$ cat src/rtl/spi_regfile_pkg.sv
// Shared definitions for the SPI-accessible configuration register file.
package spi_regfile_pkg;

    typedef enum logic [1:0] {
        StIdle,
        StCmd,
        StData,
        StCommit
    } state_e;

    localparam int unsigned CMD_W  = 8;
    localparam int unsigned RW_BIT = 7;
    localparam int unsigned ADDR_W = 7;

endpackage

$ cat src/rtl/spi_sync.sv
// Three-flop synchroniser for an asynchronous level, with single-cycle rise/fall pulses.
module spi_sync #(
    parameter logic RstVal = 1'b0
) (
    input  logic CLK,
    input  logic RSTb,
    input  logic d_i,
    output logic rise_o,
    output logic fall_o
);

    logic [2:0] sync_q;

    always_ff @(posedge CLK) begin
        if (!RSTb) begin
            sync_q <= {3{RstVal}};
        end else begin
            sync_q <= {sync_q[1:0], d_i};
        end
    end

    // Stage 1 is the settled level; stage 2 is its one-cycle-old copy.
    assign rise_o = sync_q[1] & ~sync_q[2];
    assign fall_o = ~sync_q[1] & sync_q[2];

endmodule

$ cat src/rtl/spi_regfile.sv
// SPI mode-0 slave exposing NUM_REGS configuration registers; writes commit only on a well-formed frame.
module spi_regfile
    import spi_regfile_pkg::*;
#(
    parameter int unsigned DATA_W = 32,
    parameter int unsigned NUM_REGS = 4,
    parameter logic [NUM_REGS*DATA_W-1:0] RESET_VALS = {32'h0, 32'h0, 32'h7, 32'h001312eb}
) (
    input  logic                       CLK,
    input  logic                       RSTb,
    input  logic                       SCK,
    input  logic                       CS,
    input  logic                       MOSI,
    output logic                       MISO,
    output logic [NUM_REGS*DATA_W-1:0] regs_flat,
    output logic [NUM_REGS-1:0]        wr_stb,
    output logic                       frame_err
);

    localparam int unsigned CntW = $clog2(DATA_W + 2);
    localparam logic [CntW-1:0] CntSat = CntW'(DATA_W + 1);

    logic cs_rise, cs_fall, sck_rise, sck_fall, mosi_s;
    logic [1:0] mosi_q;

    spi_sync #(.RstVal(1'b1)) u_cs_sync (
        .CLK    (CLK),
        .RSTb   (RSTb),
        .d_i    (CS),
        .rise_o (cs_rise),
        .fall_o (cs_fall)
    );

    spi_sync #(.RstVal(1'b0)) u_sck_sync (
        .CLK    (CLK),
        .RSTb   (RSTb),
        .d_i    (SCK),
        .rise_o (sck_rise),
        .fall_o (sck_fall)
    );

    // Two flops keep MOSI aligned with the settled stage of the SCK synchroniser.
    always_ff @(posedge CLK) begin
        if (!RSTb) begin
            mosi_q <= '0;
        end else begin
            mosi_q <= {mosi_q[0], MOSI};
        end
    end
    assign mosi_s = mosi_q[1];

    state_e              state_q, state_d;
    logic [CntW-1:0]     cnt_q, cnt_d;
    logic [CMD_W-1:0]    cmd_q, cmd_d, cmd_next;
    logic [DATA_W-1:0]   data_q, data_d;
    logic [DATA_W-1:0]   out_q, out_d;
    logic [ADDR_W-1:0]   addr_q, addr_d;
    logic                rd_q, rd_d;
    logic [NUM_REGS-1:0] stb_q, stb_d;
    logic                err_q, err_d;
    logic [DATA_W-1:0]   regs_q [NUM_REGS];
    logic [DATA_W-1:0]   regs_d [NUM_REGS];
    logic [DATA_W-1:0]   rd_lookup;

    assign cmd_next = {cmd_q[CMD_W-2:0], mosi_s};

    always_comb begin
        rd_lookup = '0;
        for (int i = 0; i < int'(NUM_REGS); i++) begin
            if (ADDR_W'(i) == cmd_next[ADDR_W-1:0]) rd_lookup = regs_q[i];
        end
    end

    always_comb begin
        state_d = state_q;
        cnt_d   = cnt_q;
        cmd_d   = cmd_q;
        data_d  = data_q;
        out_d   = out_q;
        addr_d  = addr_q;
        rd_d    = rd_q;
        regs_d  = regs_q;
        stb_d   = '0;
        err_d   = 1'b0;
        case (state_q)
            StIdle: begin
                if (cs_fall) begin
                    state_d = StCmd;
                    cnt_d   = '0;
                    cmd_d   = '0;
                    data_d  = '0;
                end
            end
            StCmd: begin
                if (cs_rise) begin
                    state_d = StIdle;
                    err_d   = 1'b1;
                end else if (sck_rise) begin
                    cmd_d = cmd_next;
                    if (cnt_q == CntW'(CMD_W - 1)) begin
                        state_d = StData;
                        cnt_d   = '0;
                        addr_d  = cmd_next[ADDR_W-1:0];
                        rd_d    = cmd_next[RW_BIT];
                        out_d   = cmd_next[RW_BIT] ? rd_lookup : '0;
                    end else begin
                        cnt_d = cnt_q + CntW'(1);
                    end
                end
            end
            StData: begin
                if (cs_rise) begin
                    if (cnt_q == CntW'(DATA_W)) begin
                        state_d = StCommit;
                    end else begin
                        state_d = StIdle;
                        err_d   = 1'b1;
                    end
                end else begin
                    if (sck_rise) begin
                        data_d = {data_q[DATA_W-2:0], mosi_s};
                        if (cnt_q != CntSat) cnt_d = cnt_q + CntW'(1);
                    end
                    // MSB is already on MISO; shifting starts only after the first data bit.
                    if (sck_fall && cnt_q != '0) out_d = {out_q[DATA_W-2:0], 1'b0};
                end
            end
            StCommit: begin
                state_d = StIdle;
                if (!rd_q) begin
                    for (int i = 0; i < int'(NUM_REGS); i++) begin
                        if (ADDR_W'(i) == addr_q) begin
                            regs_d[i] = data_q;
                            stb_d[i]  = 1'b1;
                        end
                    end
                end
            end
            default: state_d = StIdle;
        endcase
    end

    always_ff @(posedge CLK) begin
        if (!RSTb) begin
            state_q <= StIdle;
            cnt_q   <= '0;
            cmd_q   <= '0;
            data_q  <= '0;
            out_q   <= '0;
            addr_q  <= '0;
            rd_q    <= 1'b0;
            stb_q   <= '0;
            err_q   <= 1'b0;
            for (int i = 0; i < int'(NUM_REGS); i++) begin
                regs_q[i] <= RESET_VALS[i*DATA_W +: DATA_W];
            end
        end else begin
            state_q <= state_d;
            cnt_q   <= cnt_d;
            cmd_q   <= cmd_d;
            data_q  <= data_d;
            out_q   <= out_d;
            addr_q  <= addr_d;
            rd_q    <= rd_d;
            stb_q   <= stb_d;
            err_q   <= err_d;
            regs_q  <= regs_d;
        end
    end

    for (genvar g = 0; g < int'(NUM_REGS); g++) begin : g_flat
        assign regs_flat[g*DATA_W +: DATA_W] = regs_q[g];
    end

    assign wr_stb    = stb_q;
    assign frame_err = err_q;
    assign MISO      = (state_q == StData) & out_q[DATA_W-1];

endmodule

$ cat config.mk
export PLATFORM = sky130hd
export DESIGN_NAME = spi_regfile
export DESIGN_NICKNAME = d
export VERILOG_FILES = /design/src/rtl/spi_regfile_pkg.sv /design/src/rtl/spi_sync.sv /design/src/rtl/spi_regfile.sv
export SDC_FILE = /design/constraint.sdc
export NUM_CORES = 1
export LEC_CHECK = 0
export BUFFER_PORTS_ARGS = -buffer_cell sky130_fd_sc_hd__buf_2
export CELL_PAD_IN_SITES_DETAIL_PLACEMENT = 0
export CELL_PAD_IN_SITES_GLOBAL_PLACEMENT = 1
export CORE_MARGIN = 3
export CORE_UTILIZATION = 45
export CTS_BUF_LIST = sky130_fd_sc_hd__clkbuf_4
export CTS_CLUSTER_DIAMETER = 40
export DETAILED_ROUTE_END_ITERATION = 16
export MAX_ROUTING_LAYER = met4
export PLACE_DENSITY_LB_ADDON = 0.1
export RECOVER_POWER = 25
export SETUP_SLACK_MARGIN = 0.3
export SLEW_MARGIN = 20
export SYNTH_ARGS = -nofsm -noshare
export SYNTH_HDL_FRONTEND = slang
export SYNTH_SLANG_ARGS = --single-unit
$ cat constraint.sdc
create_clock -name CLK -period 3 [get_ports CLK]
set_clock_uncertainty 0.05 [all_clocks]
set_input_delay 0.15 -clock CLK [delete_from_list [all_inputs] [get_ports CLK]]
set_output_delay 0.15 -clock CLK [all_outputs]
set_load 0.02 [all_outputs]
==> flow_metrics.py <==
metrics = {
    "status": {
        "status": "completed",
    },
    "clock_network": {
        "cts_setup_buffers": 0,
        "clockBufferDepth": 3,
        "cts_tree": "done",
        "clock-root-buffer": "clkbuf_4",
        "cts.clk_slew.worst_paths_ns": 0.07,
        "clock_latency_ns": 0.69,
        "htreeDepth": 2,
        "cts_buffers": 59,
        "cts.sinks": 228,
    },
    "power": {
        "p_comb_frac": 0.050,
        "ir_drop_v": 0.000254,
        "clkPwrFrac": 0.430,
        "power_density_nw_per_um2": 536,
        "p_sw_mw": 1.45,
        "p_seq_frac": 0.520,
        "p_total_mw": 5.89,
        "p_leak_nw": 4.46,
        "intPower_mw": 4.44,
        "switching_share": 0.247,
    },
    "flow_run": {
        "max_cap_violations": 0,
    },
    "synthesis": {
        "async_flop_share": 0,
        "postSynthAreaPerCell_um2": 9.32,
        "yosysTopAreaCell": "dfxtp_1",
        "syn-num-nets": 1018,
        "ys.flop_type": "dfxtp_1",
        "synth_edf_count": 0,
        "yosysUniqueCellTypes": 48,
        "synth_common_cells": "dfxtp_1 (228), nand2_1 (175), a21oi_1 (133)",
        "ys_ff_latch": 228,
        "synthesis.area_um2": 9370,
        "seq_area_frac_synth": 0.487,
        "synthCells": 1005,
        "yosysWarnings": 0,
        "synth.area.top_cells": "dfxtp_1 (49%), mux2i_1 (7.7%), mux4_2 (7.7%), a21oi_1 (7.1%), nand2_1 (7.0%)",
        "synth_top_cell_area_share": 0.487,
        "synth_most_common_cell": "dfxtp_1",
    },
    "timing": {
        "hold_viol": 0,
        "worst_hold_slack_ns": 0.155,
        "setup_viol": 0,
        "rsz0062_at_grt": "false",
        "max_freq_ghz": 0.400,
        "slew_viol_final": 0,
        "fin_crit_ns": 2.50,
        "worst_pin_slew_ns": 1.17,
        "tns_ns": 0,
        "slew_headroom": 0.222,
        "fin_crit_sh": 0.834,
    },
    "placement": {
        "portBuffers": 138,
        "place_area_um2": 10300,
        "post-dp-hpwl_um": 15700,
        "gp_congestion": 0.788,
    },
    "grt": {
        "grt_pass1_wl_um": 41100,
        "met1_usage": 0.325,
        "grt_antenna_before_repair": 1,
        "overflow": 0,
        "grt_max_degree": 65,
        "grt_pass1_vias": 7537,
        "met2_usage": 0.353,
        "grt_util_met3": 0.0479,
        "busiest_layer": "met2",
        "grtUsageTotal": 0.234,
    },
    "critical_path": {
        "worst_ep_arrival_time_ns": 2.92,
        "slowest_stage": "or3b_4",
        "crit_fanout": 27,
        "cp_cell_sequence": "ha_1, or4b_4, nor4_4, or3b_4, buf_12, nand2_1, nand3_1",
        "end_kind": "flip-flop",
        "cp-start-kind": "flip-flop",
        "worstSetupPathType": "reg2reg",
        "r2r_start": "state_q[1]",
        "critPathLaunch": "state_q[1]",
        "cp_slowest_stage_delay_ns": 0.51,
        "crit_required_ns": 3.42,
    },
    "final_layout": {
        "fin_util": 0.540,
        "design_area_um2": 11000,
        "final_nets": 1163,
        "syn_to_final_growth_pct": 17.3,
        "drive_above_1_share": 0.190,
    },
    "die": {
        "io_pins": 139,
        "start_util": 0.460,
        "die-area_um2": 22600,
        "die_y_um": 150,
        "die_w_um": 150,
        "core-area_um2": 20400,
        "core.rowCount": 52,
    },
    "route": {
        "route.final.wire_length_um": 25700,
        "avgViaCountPerCell": 5.43,
        "vias": 7951,
        "antenna_left": 0,
        "drt-initial-drc-count": 488,
        "routedWlPerCell_um": 17.6,
        "first_pass_iters": 5,
        "remaining_drc_errors": 0,
    },
    "hold_path": {
        "min_from": "CS",
        "hold_path.class": "in2reg",
    },
}
-- cell type report --
cell class,count,area [um^2]
Clock buffer,85,638
Tap cell,270,338
Timing Repair Buffer,170,922
Clock inverter,18,75.1
Antenna cell,1,2.50
Sequential cell,228,4570
Inverter,6,25.0
Multi-Input combinational cell,685,4420
Fill cell,1982,9370
-- kinds of logic (layout without fill, tap and decap cells) --
logic type | after synthesis | in the layout | synth area share
AO/OA/AOI/OAI | 212 | 212 | 0.130
adder cells (fa/ha/maj) | 8 | 8 | 0.0107
buffers and inverters | 92 | 279 | 0.0438
flip-flops | 228 | 228 | 0.487
multiplexers | 104 | 104 | 0.154
other | 0 | 1 | 0
AND/OR/NAND/NOR | 361 | 361 | 0.175
-- layer usage --
metal | vias to the layer above | share of wire
li1 | 3875 | -
met1 | 3812 | 0.47
met2 | 244 | 0.46
met3 | 20 | 0.057
met4 | 0 | 0.012
met5 | - | 0
-- path summary, 6_finish.rpt --
check / end / slack (ns) / cells past startpoint
max: regs_flat[17] / 0.50 / 7
min: u_cs_sync.sync_q[0] / 0.16 / 3
max reg2reg: regs_flat[17] / 0.50 / 7
min reg2reg: u_cs_sync.sync_q[1] / 0.37 / 1
-- per-stage QoR --
| stage | cells | setup slack, ns |
|---|---|---|
| 3_3_place_gp | 1355 | 0.510 |
| 5_1_grt | 1463 | 0.354 |
| 6_report | 1463 | 0.499 |
| 4_1_cts | 1462 | 0.415 |
| 2_1_floorplan | 1005 | 0.869 |
| 3_5_place_dp | 1355 | 0.488 |
-- cells in the final DEF, fill, tap and decap left out, types with 7 or more instances in the layout --
master / instances
clkbuf_4: 85
buf_4: 20
nand2_1: 175
dfxtp_1: 226
buf_12: 7
nand2b_1: 7
a32oi_1: 32
mux4_2: 32
clkbuf_1: 83
nand3_1: 51
a21oi_1: 133
o21ai_0: 37
nor2_1: 79
buf_2: 55
ha_1: 7
clkinv_1: 15
or3b_2: 7
mux2i_1: 72
and2_1: 7
-- flip-flops by register name (all words and copies together) (netlist names), 3 cells and up --
signal             flops
u_cs_sync.sync_q       3
data_q                32
addr_q                 7
regs_flat            128
cmd_q                  7
wr_stb                 4
cnt_q                  6
u_sck_sync.sync_q      3
out_q                 32
-- critical path: cells and delay by family (launching register included) --
family | cells | cell delay (ns)
adder cells (fa/ha/maj) | 1 | 0.18
buffers and inverters | 1 | 0.21
flip-flops | 1 | 0.41
AND/OR/NAND/NOR | 5 | 1.42
-- power groups by stage --
| stage | clock network [mW] | registers, mW | logic [mW] |
|---|---|---|---|
| after floorplan | 0 | 3.13 | 0.207 |
| after global placement | 0 | 3.13 | 0.293 |
| after detailed placement | 0 | 3.13 | 0.293 |
| after CTS | 2.61 | 3.06 | 0.298 |
| after global routing | 2.78 | 3.06 | 0.332 |
| final | 2.53 | 3.06 | 0.296 |
-- timing repair --
action | in CTS | in global routing
hold buffers | 4 | 0
gates resized for setup | 0 | 1
hold endpoints to repair | 60 | 0
endpoints found under the setup margin | 0 | 11
Power figures use the tool's default switching activity.
